$ cat src/rtl/irrigation_scheduler_if.sv
// Irrigation scheduler signal bundle.
// Sensors and tick flow in; actuator and status decodes flow out.
interface irrigation_scheduler_if;
    logic        tick;
    logic        low_water_level;
    logic        mid_water_level;
    logic        high_water_level;
    logic        earth_dry;
    logic        air_humidity;
    logic        low_temperature;
    logic        request;
    logic        sprinkler_on;
    logic        dripper_on;
    logic        supply_valve_on;
    logic        alarm;
    logic        busy;
    logic        done;
    logic [2:0]  state;
    logic [11:0] remaining;

    modport master (
        output tick, low_water_level, mid_water_level, high_water_level,
        output earth_dry, air_humidity, low_temperature, request,
        input  sprinkler_on, dripper_on, supply_valve_on, alarm,
        input  busy, done, state, remaining
    );

    modport slave (
        input  tick, low_water_level, mid_water_level, high_water_level,
        input  earth_dry, air_humidity, low_temperature, request,
        output sprinkler_on, dripper_on, supply_valve_on, alarm,
        output busy, done, state, remaining
    );
endinterface

$ cat src/rtl/irrigation_scheduler.sv
// Tank-aware irrigation controller: sprinkler/dripper runs,
// pause on low water, refill, and latched sensor fault handling.
module irrigation_scheduler #(
    parameter int SPRINKLER_SECONDS = 600,
    parameter int DRIPPER_SECONDS   = 1800
) (
    input logic clock,
    input logic reset,
    irrigation_scheduler_if.slave bus
);
    typedef enum logic [2:0] {
        IDLE     = 3'd0,
        IRRIGATE = 3'd1,
        PAUSE    = 3'd2,
        REFILL   = 3'd3,
        FAULT    = 3'd4
    } state_t;

    localparam logic [11:0] SPR_LOAD = 12'(SPRINKLER_SECONDS);
    localparam logic [11:0] DRP_LOAD = 12'(DRIPPER_SECONDS);

    state_t      state_q, state_n;
    logic [11:0] rem_q, rem_n;
    logic        mode_q, mode_n;
    logic        done_q, done_n;
    logic        mid_low_q;
    logic [2:0]  levels;
    logic        sensor_err;
    logic        sprinkler_pick;

    assign levels = {bus.high_water_level, bus.mid_water_level,
                     bus.low_water_level};

    // Probes are stacked, so only contiguous wet-from-bottom patterns are real.
    always_comb begin
        sensor_err = 1'b1;
        case (levels)
            3'b000, 3'b001, 3'b011, 3'b111: sensor_err = 1'b0;
            default:                        sensor_err = 1'b1;
        endcase
    end

    assign sprinkler_pick = !bus.air_humidity && !bus.low_temperature
                            && bus.mid_water_level;

    // State, run counter, mode, done pulse and mid-level alarm registers.
    always_ff @(posedge clock) begin
        if (reset) begin
            state_q   <= IDLE;
            rem_q     <= '0;
            mode_q    <= 1'b0;
            done_q    <= 1'b0;
            mid_low_q <= 1'b0;
        end else begin
            state_q   <= state_n;
            rem_q     <= rem_n;
            mode_q    <= mode_n;
            done_q    <= done_n;
            mid_low_q <= !bus.mid_water_level;
        end
    end

    // Next-state, counter and mode selection; sensor fault overrides all.
    always_comb begin
        state_n = state_q;
        rem_n   = rem_q;
        mode_n  = mode_q;
        done_n  = 1'b0;
        case (state_q)
            IDLE: begin
                if (!bus.low_water_level) begin
                    state_n = REFILL;
                end else if (bus.earth_dry || bus.request) begin
                    state_n = IRRIGATE;
                    mode_n  = sprinkler_pick;
                    rem_n   = sprinkler_pick ? SPR_LOAD : DRP_LOAD;
                end
            end
            IRRIGATE: begin
                if (!bus.low_water_level) begin
                    state_n = PAUSE;
                end else if (bus.tick) begin
                    if (rem_q <= 12'd1) begin
                        rem_n   = '0;
                        done_n  = 1'b1;
                        state_n = IDLE;
                    end else begin
                        rem_n = rem_q - 12'd1;
                    end
                end
            end
            PAUSE: begin
                if (bus.high_water_level) state_n = IRRIGATE;
            end
            REFILL: begin
                if (bus.high_water_level) state_n = IDLE;
            end
            FAULT: begin
                if (bus.request && !sensor_err) begin
                    state_n = IDLE;
                    rem_n   = '0;
                end
            end
            default: state_n = FAULT;
        endcase
        if (sensor_err && state_q != FAULT) begin
            state_n = FAULT;
            rem_n   = rem_q;
            mode_n  = mode_q;
            done_n  = 1'b0;
        end
    end

    assign bus.state           = state_q;
    assign bus.remaining       = rem_q;
    assign bus.done            = done_q;
    assign bus.sprinkler_on    = (state_q == IRRIGATE) && mode_q;
    assign bus.dripper_on      = (state_q == IRRIGATE) && !mode_q;
    assign bus.supply_valve_on = (state_q == PAUSE) || (state_q == REFILL);
    assign bus.busy            = (state_q == IRRIGATE) || (state_q == PAUSE);
    assign bus.alarm           = (state_q == FAULT) || mid_low_q;
endmodule

$ cat src/flat_wrapper.sv
// flat-port wrapper written by rule: the top's interface ports become plain ports
module irrigation_scheduler_flat 
#(
    parameter int SPRINKLER_SECONDS = 600,
    parameter int DRIPPER_SECONDS   = 1800
)
  (clock, reset, bus_tick, bus_low_water_level, bus_mid_water_level, bus_high_water_level, bus_earth_dry, bus_air_humidity, bus_low_temperature, bus_request, bus_sprinkler_on, bus_dripper_on, bus_supply_valve_on, bus_alarm, bus_busy, bus_done, bus_state, bus_remaining);
  irrigation_scheduler_if bus_i ();
  input logic clock;
  input logic reset;
  input wire logic [$bits(bus_i.tick)-1:0] bus_tick;
  input wire logic [$bits(bus_i.low_water_level)-1:0] bus_low_water_level;
  input wire logic [$bits(bus_i.mid_water_level)-1:0] bus_mid_water_level;
  input wire logic [$bits(bus_i.high_water_level)-1:0] bus_high_water_level;
  input wire logic [$bits(bus_i.earth_dry)-1:0] bus_earth_dry;
  input wire logic [$bits(bus_i.air_humidity)-1:0] bus_air_humidity;
  input wire logic [$bits(bus_i.low_temperature)-1:0] bus_low_temperature;
  input wire logic [$bits(bus_i.request)-1:0] bus_request;
  output wire logic [$bits(bus_i.sprinkler_on)-1:0] bus_sprinkler_on;
  output wire logic [$bits(bus_i.dripper_on)-1:0] bus_dripper_on;
  output wire logic [$bits(bus_i.supply_valve_on)-1:0] bus_supply_valve_on;
  output wire logic [$bits(bus_i.alarm)-1:0] bus_alarm;
  output wire logic [$bits(bus_i.busy)-1:0] bus_busy;
  output wire logic [$bits(bus_i.done)-1:0] bus_done;
  output wire logic [$bits(bus_i.state)-1:0] bus_state;
  output wire logic [$bits(bus_i.remaining)-1:0] bus_remaining;
  assign bus_i.tick = bus_tick;
  assign bus_i.low_water_level = bus_low_water_level;
  assign bus_i.mid_water_level = bus_mid_water_level;
  assign bus_i.high_water_level = bus_high_water_level;
  assign bus_i.earth_dry = bus_earth_dry;
  assign bus_i.air_humidity = bus_air_humidity;
  assign bus_i.low_temperature = bus_low_temperature;
  assign bus_i.request = bus_request;
  assign bus_sprinkler_on = bus_i.sprinkler_on;
  assign bus_dripper_on = bus_i.dripper_on;
  assign bus_supply_valve_on = bus_i.supply_valve_on;
  assign bus_alarm = bus_i.alarm;
  assign bus_busy = bus_i.busy;
  assign bus_done = bus_i.done;
  assign bus_state = bus_i.state;
  assign bus_remaining = bus_i.remaining;
  irrigation_scheduler #(.SPRINKLER_SECONDS(SPRINKLER_SECONDS), .DRIPPER_SECONDS(DRIPPER_SECONDS)) u_core (.clock(clock), .reset(reset), .bus(bus_i));
endmodule
$ cat config.mk
export PLATFORM = sky130hd
export DESIGN_NAME = irrigation_scheduler_flat
export DESIGN_NICKNAME = d
export VERILOG_FILES = /design/src/rtl/irrigation_scheduler_if.sv /design/src/rtl/irrigation_scheduler.sv /design/src/flat_wrapper.sv
export SDC_FILE = /design/constraint.sdc
export NUM_CORES = 1
export LEC_CHECK = 0
export ABC_CLOCK_PERIOD_IN_PS = 2700
export CAP_MARGIN = 15
export CORE_MARGIN = 2
export CORE_UTILIZATION = 48
export DETAILED_ROUTE_END_ITERATION = 10
export PLACE_DENSITY = 0.79
export SLEW_MARGIN = 10
export SYNTH_ARGS = -nofsm -noshare
export SYNTH_HDL_FRONTEND = slang
export SYNTH_SLANG_ARGS = --single-unit
$ cat constraint.sdc
create_clock -name clock -period 2.7 [get_ports clock]
set_clock_uncertainty 0.15 [all_clocks]
set_input_delay 0.54 -clock clock [delete_from_list [all_inputs] [get_ports clock]]
set_output_delay 0.54 -clock clock [all_outputs]
set_load 0.05 [all_outputs]
==> results.toml, run 1 <==
[power]
share_seq_of_total_power_pct = 36.9
clock_power_share_pct = 19.3
ir_drop_mv = 0.4375
cellPowerDensity_nw_per_um2 = 538.9
total_power_mw = 0.8638
sw_frac_of_total_pct = 41.11
internal_power_mw = 0.5087
power.combinational.fraction_pct = 43.8
power_switching_mw = 0.3551
leakage_nw = 0.6157

[route]
routed-via-count = 1315
wl_per_cell_um = 14.97
drt_first_iter_violations = 59
overall_routed_net_length_um = 3338
drt_first_pass_iters = 4
viasPerCell = 5.897
final_antenna_net_count = 0
drcViolationCount = 0

[layout]
antennaDiodeCount = 0
drive_above_1_share_pct = 11.40
finalCoreUtilization_pct = 65.90
fillers = 222
num-nets-final = 206
synthToLayoutAreaGrowth_pct = 33.44

[die]
floorplan.die.width_um = 54.03
design.portCount = 31
dieHeight_um = 54.03
core_um2 = 2432
floorplan.initialDensity_pct = 49.38
number_of_placement_rows = 18
design.die.area_um2 = 2919

[worst_hold_path]
hold_wc_startpoint = "u_core.mode_q"
hold_class = "register to register"

[synth]
yosys.area.top_type = "sky130_fd_sc_hd__dfxtp_1"
synth-main-ff-cell = "sky130_fd_sc_hd__dfxtp_1"
synthesis.instances = 163
synth.avg_cell_area_um2 = 7.369
yosysSeqAreaShare_pct = 30.00
synth_seq_cells = 18
dominant_cells_by_area_after_synthesis = "sky130_fd_sc_hd__dfxtp_1, sky130_fd_sc_hd__a21oi_1, sky130_fd_sc_hd__nor2_1"
warning_count_from_the_yosys_run = 0
share_of_the_synthesized_area_in_the_top_cell_type_pct = 30.00
synth.lib_cells_used.distinct = 41
synth_area_um2 = 1201
async_flop_share_pct = 0
synth.net_count = 175
synth-edff-count = 0

[cts]
cts_tree = "yes"
post_cts_hold_buffer_count = 0
numCtsBuffers = 3
root_buffer = "sky130_fd_sc_hd__clkbuf_4"
cts.htree.levels = 1
cts-root-to-sink-buffers = 2
cts.reportedPaths.clkPinSlew_ns = 0.10
clock-sinks = 18
clock_insertion_delay_worst_skew_ns = 0.30

[timing]
setup_viol = 0
final_max_slew_viol_count = 0
whs_ns = 0.3695
fin_crit_sh_pct = 95.04
tns_ns = 0
maxClockFrequency_mhz = 389.7
count_of_final_hold_check_violations = 0
worst_slack_ns = 0.1340
tightest_slew_ns = 0.7167
maxSlewHeadroom_pct = 51.78
rsz0062_at_grt = "false"
period_minus_slack_ns = 2.566

[worst_setup_path]
path_cells = "nor2b_1 -> clkdlybuf4s50_1"
regToRegStartpoint = "u_core.bus.remaining[0]"
crit_start = "u_core.bus.state[1]"
timing.critical_path.required_ns = 2.01
path_delay_family = "buffers and inverters"
data_arrival_time_of_the_critical_path_ns = 1.88
cp.buffers_inverters = 1
crit_path_max_fanout = 12
worstSetupStartpointType = "register"
slowest_delay_ns = 0.81
critical_path.endpoint_type = "output port"
timing_worst_setup_path_type = "register to output port"
cpMaxStageDelayCell = "sky130_fd_sc_hd__clkdlybuf4s50_1"

[run]
cap_viol_max_count = 0

[global_route]
total_overflow_reported_by_the_global_router = 0
grt_max_degree = 18
antenna_found_initial = 0
grt_pass1_vias = 1164
grt_first_pass_wirelength_um = 5368
grt_util_all_layers_pct = 25.32

[outcome]
run_status = "finished, final reports clean"

[place]
io_buffer_count = 30
detailed_place_hpwl_um = 2467
place_ws_ns = 0.04613
routabilityCongestion = 0.8357
==> synthesized netlist by cell type (2+ instances only) <==
master and instances:
sky130_fd_sc_hd__nand3_1 2, sky130_fd_sc_hd__nor2_1 20, sky130_fd_sc_hd__nor4_1 6, sky130_fd_sc_hd__inv_1 5, sky130_fd_sc_hd__or4_1 4, sky130_fd_sc_hd__a2bb2oi_1 2
sky130_fd_sc_hd__nor2b_1 5, sky130_fd_sc_hd__o21ai_0 11, sky130_fd_sc_hd__nor3_1 11, sky130_fd_sc_hd__o21ai_1 7, sky130_fd_sc_hd__clkbuf_1 6, sky130_fd_sc_hd__ha_1 2
sky130_fd_sc_hd__nand2_1 12, sky130_fd_sc_hd__nor3b_2 2, sky130_fd_sc_hd__or3_1 3, sky130_fd_sc_hd__nand2b_1 4, sky130_fd_sc_hd__dfxtp_1 18, sky130_fd_sc_hd__or2_2 3
sky130_fd_sc_hd__a21oi_1 18
==> state kept, by name, indices dropped and copies added, names as in the netlist <==
register              count
u_core.mid_low_q          1
u_core.bus.done           1
u_core.bus.state          3
u_core.bus.remaining     12
u_core.mode_q             1
==> layout make-up <==
type / count / area, um^2 / area share (%)
Inverter: 5 / 18.77 / 1.171
Multi-Input combinational cell: 132 / 785.8 / 49.02
Timing Repair Buffer: 34 / 362.8 / 22.64
Clock buffer: 4 / 36.28 / 2.264
Tap cell: 30 / 37.54 / 2.342
Sequential cell: 18 / 361.6 / 22.56
==> worst min-delay path, delay by kind of cell, from the launching register on <==
kind               cells  cell delay, ns
DFF                    1            0.34
AOI/OAI and AO/OA      2            0.13
==> per-stage QoR <==
step	area (um^2)	std cells
3_5_place_dp	1563	219
2_1_floorplan	1204	163
3_3_place_gp	1563	219
5_1_grt	1603	223
6_report	1603	223
4_1_cts	1599	223
==> routing by layer <==
| metal | track usage, % | vias to the layer above | share of wire (%) |
|---|---|---|---|
| li1 | - | 655 | - |
| met1 | 34.34 | 607 | 46 |
| met2 | 40.65 | 51 | 47 |
| met3 | 6.389 | 2 | 7.2 |
| met4 | 5.000 | 0 | 0.39 |
| met5 | 0 | - | 0 |
==> worst paths after layout <==
| path | slack (ns) | to | depth (start not counted) |
|---|---|---|---|
| worst max-delay path | 0.13 | bus_supply_valve_on | 2 |
| worst min-delay path | 0.37 | u_core.mode_q | 2 |
| worst max register to register | 0.30 | u_core.bus.remaining[8] | 7 |
| worst min register to register | 0.37 | u_core.mode_q | 2 |
==> kinds of logic (layout without fill, tap and decap cells) <==
logic type | count (synthesis) | in the layout | synth area share, %
adder cells (fa/ha/maj) | 2 | 2 | 2.083
XOR/XNOR | 1 | 1 | 0.7293
flip-flops | 18 | 18 | 30.00
buffers and inverters | 13 | 43 | 4.791
AO/OA/AOI/OAI | 48 | 48 | 25.00
multiplexers | 1 | 1 | 0.8334
AND/OR/NAND/NOR | 80 | 80 | 36.56
==> repair_timing <==
item	CTS	global route
buffers inserted	0	0
gates resized for setup	0	2
endpoints found under the setup margin	0	2
==> placed cells by master, fill, tap and decap left out, types with 3 or more instances in the layout <==
master | netlist | routed
sky130_fd_sc_hd__clkdlybuf4s50_1 | 0 | 26
sky130_fd_sc_hd__nor2_1 | 20 | 19
sky130_fd_sc_hd__a21oi_1 | 18 | 18
sky130_fd_sc_hd__dfxtp_1 | 18 | 17
sky130_fd_sc_hd__nand2_1 | 12 | 12
sky130_fd_sc_hd__o21ai_0 | 11 | 11
sky130_fd_sc_hd__nor3_1 | 11 | 11
sky130_fd_sc_hd__o21ai_1 | 7 | 7
sky130_fd_sc_hd__nor4_1 | 6 | 6
sky130_fd_sc_hd__inv_1 | 5 | 5
sky130_fd_sc_hd__nor2b_1 | 5 | 5
sky130_fd_sc_hd__nand2b_1 | 4 | 4
sky130_fd_sc_hd__or4_1 | 4 | 4
sky130_fd_sc_hd__buf_4 | 0 | 4
sky130_fd_sc_hd__or2_2 | 3 | 3
sky130_fd_sc_hd__or3_1 | 3 | 3
sky130_fd_sc_hd__clkbuf_4 | 0 | 3
sky130_fd_sc_hd__buf_12 | 0 | 3
==> power groups by stage <==
stage / Combinational, mW / Clock, mW / Sequential (mW)
after global routing: 0.404 / 0.180 / 0.324
after detailed placement: 0.372 / 0 / 0.323
after CTS: 0.374 / 0.172 / 0.317
after floorplan: 0.212 / 0 / 0.362
after global placement: 0.367 / 0 / 0.321
final: 0.378 / 0.167 / 0.319
Note: power is estimated with default switching activity, not from simulation.
==> inputs of run 2 (changes only) <==
TNS_END_PERCENT = 100   (was not set)
==> results of run 2 <==
Final layout, timing and power as in run 1 (identical DEF).
==> inputs of run 3 (changes only) <==
ABC_AREA = 1   (was not set)
==> run 3 against run 2 <==
  * Global-route usage down 1.9 points
  * Clock power up 4%
  * Non-clock buffer count down 3
  * Largest power group unchanged
  * Highest routed layer unchanged
==> results.toml, run 3 <==
[timing]
count_of_final_hold_check_violations = 0
maxClockFrequency_mhz = 404.5
maxSlewHeadroom_pct = 66.34
tightest_slew_ns = 0.5041
tns_ns = 0
setup_viol = 0
final_max_slew_viol_count = 0
fin_crit_sh_pct = 91.57
period_minus_slack_ns = 2.472
rsz0062_at_grt = "false"

[synth]
synth_seq_cells = 18
synth-main-ff-cell = "sky130_fd_sc_hd__dfxtp_1"
synth.top_cells.by_count = "sky130_fd_sc_hd__nand2_1, sky130_fd_sc_hd__nor2_1, sky130_fd_sc_hd__inv_1, sky130_fd_sc_hd__dfxtp_1, sky130_fd_sc_hd__nand3_1"
yosysSeqAreaShare_pct = 29.69
share_of_the_synthesized_area_in_the_top_cell_type_pct = 29.69
synth_area_um2 = 1214
synth.lib_cells_used.distinct = 28
synth-edff-count = 0
yosys.area.top_type = "sky130_fd_sc_hd__dfxtp_1"
dominant_cells_by_area_after_synthesis = "sky130_fd_sc_hd__dfxtp_1, sky130_fd_sc_hd__nand2_1, sky130_fd_sc_hd__nor2_1"
synth.net_count = 201
async_flop_share_pct = 0
warning_count_from_the_yosys_run = 0
synthesis.instances = 189
synth.avg_cell_area_um2 = 6.422
synth_most_common_cell = "sky130_fd_sc_hd__nand2_1"

[run]
cap_viol_max_count = 0

[layout]
antennaDiodeCount = 0
num-nets-final = 236
largest_register_ffs = 12
mostFrequentLayoutCells = "sky130_fd_sc_hd__nand2_1, sky130_fd_sc_hd__nor2_1, sky130_fd_sc_hd__inv_1"
layout_commonest_cell = "sky130_fd_sc_hd__nand2_1"
finalCoreUtilization_pct = 65.23
instances_no_fill = 253
multi_input_area_um2 = 719.4
drive_above_1_share_pct = 10.76
final-seq-area_um2 = 360.3
fillers = 213
finalInstanceArea_um2 = 1587
synthToLayoutAreaGrowth_pct = 30.72

[cts]
cts.htree.levels = 1
cts_tree = "yes"
clock-sinks = 18
post_cts_hold_buffer_count = 0
postCtsSetupBuffers = 0
cts.reportedPaths.clkPinSlew_ns = 0.11
cts-root-to-sink-buffers = 2
numCtsBuffers = 3
clock_insertion_delay_worst_skew_ns = 0.30
root_buffer = "sky130_fd_sc_hd__clkbuf_4"

[power]
ir_drop_mv = 0.6779
total_power_mw = 1.410
internal_power_mw = 0.6811
share_seq_of_total_power_pct = 26.4
cellPowerDensity_nw_per_um2 = 888.8
clock_power_share_pct = 12.3
sw_frac_of_total_pct = 51.69
leakage_nw = 0.7795
power_switching_mw = 0.7289
power.combinational.fraction_pct = 61.3

[global_route]
grt_pass1_vias = 1230
total_overflow_reported_by_the_global_router = 0
grt_max_degree = 15
grt_first_pass_wirelength_um = 5106
antenna_found_initial = 0
grt_util_all_layers_pct = 23.43

[route]
viasPerCell = 5.158
drcViolationCount = 0
wl_per_cell_um = 11.81
routed-via-count = 1305
overall_routed_net_length_um = 2989
drt_first_iter_violations = 28
drt_first_pass_iters = 5
final_antenna_net_count = 0

[worst_setup_path]
path_cells = "inv_2 -> nand3_1 -> inv_1 -> or2_2 -> dlygate4sd2_1"
cp.buffers_inverters = 3
timing_worst_setup_path_type = "register to output port"
reg2reg_path_depth = 9
critical_path.endpoint_type = "output port"
timing.critical_path.required_ns = 2.01
crit_path_max_fanout = 5
slowest_delay_ns = 0.45
timing.critical_path.depth = 5
path_delay_family = "buffers and inverters"
data_arrival_time_of_the_critical_path_ns = 1.78
worstSetupStartpointType = "register"
cpMaxStageDelayCell = "sky130_fd_sc_hd__dfxtp_1"

[place]
dp_cells = 249
detailed_place_hpwl_um = 2368
io_buffer_count = 30
placed_cell_area_um2 = 1544
routabilityCongestion = 0.8763

[die]
design.portCount = 31
design.die.area_um2 = 2947
floorplan.die.width_um = 54.29
dieHeight_um = 54.29
floorplan.initialDensity_pct = 49.90
number_of_placement_rows = 18
core_um2 = 2432

[outcome]
run_status = "finished, final reports clean"

[worst_hold_path]
timing.hold.worst_path_depth = 2
hold_class = "register to register"
run 3: cell types whose count changed after synthesis, moves of 6 or more:
cell                       change
sky130_fd_sc_hd__a21oi_1       -8
sky130_fd_sc_hd__clkbuf_1      -6
sky130_fd_sc_hd__inv_1        +23
sky130_fd_sc_hd__nand2_1      +28
sky130_fd_sc_hd__nand3_1      +16
sky130_fd_sc_hd__nor2_1       +12
sky130_fd_sc_hd__nor3_1        -6
sky130_fd_sc_hd__o21ai_0       -7
run 3: logic make-up (layout without fill, tap and decap cells):
group | after synthesis | in the layout | synth area share (%)
flip-flops | 18 | 18 | 29.69
AO/OA/AOI/OAI | 24 | 24 | 12.58
adder cells (fa/ha/maj) | 2 | 2 | 2.062
XOR/XNOR | 5 | 5 | 3.608
buffers and inverters | 32 | 66 | 11.03
AND/OR/NAND/NOR | 108 | 108 | 41.03
run 3: layout make-up:
| type | instances | area share, % |
|---|---|---|
| Multi-Input combinational cell | 139 | 45.35 |
| Sequential cell | 18 | 22.71 |
| Timing Repair Buffer | 31 | 19.79 |
| Inverter | 31 | 7.492 |
| Tap cell | 30 | 2.366 |
| Clock buffer | 4 | 2.287 |
run 3: worst min-delay path: stages, from the launching register on:
cell,delay [ns]
sky130_fd_sc_hd__dfxtp_1,0.33
sky130_fd_sc_hd__inv_1,0.06
sky130_fd_sc_hd__a21oi_1,0.06
run 3: final timing paths:
path | startpoint | to | slack (ns)
min | u_core.mode_q | u_core.mode_q | 0.33
min reg2reg | u_core.mode_q | u_core.mode_q | 0.33
max reg2reg | u_core.bus.state[1] | u_core.bus.remaining[0] | 0.86
max | u_core.bus.state[1] | bus_alarm | 0.23
run 3: stage by stage:
| step | worst slack, ns | hold slack (ns) |
|---|---|---|
| after floorplan | 0.08470 | 0.2952 |
| after global placement | 0.2942 | 0.3127 |
| after detailed placement | 0.2952 | 0.3185 |
| after CTS | 0.06151 | 0.3356 |
| after global routing | 0.1349 | 0.3731 |
| final | 0.2277 | 0.3325 |
run 3: power groups by stage:
stage | Sequential [mW] | Combinational, mW | Clock (mW)
after floorplan | 0.526 | 0.494 | 0
after global placement | 0.376 | 0.841 | 0
after detailed placement | 0.379 | 0.857 | 0
after CTS | 0.373 | 0.859 | 0.177
after global routing | 0.382 | 0.948 | 0.188
final | 0.373 | 0.864 | 0.173
run 3: routing by layer:
layer / track usage (%) / part of all wire (%)
met5: 0 / 0
met4: 5.833 / 0.47
met3: 6.557 / 6.3
met2: 37.55 / 48
met1: 30.94 / 45
run 3: timing repair:
action | CTS | global route
hold endpoints to repair | 0 | 0
setup endpoints to repair | 1 | 3
resized for setup | 1 | 3
cloned | 0 | 0
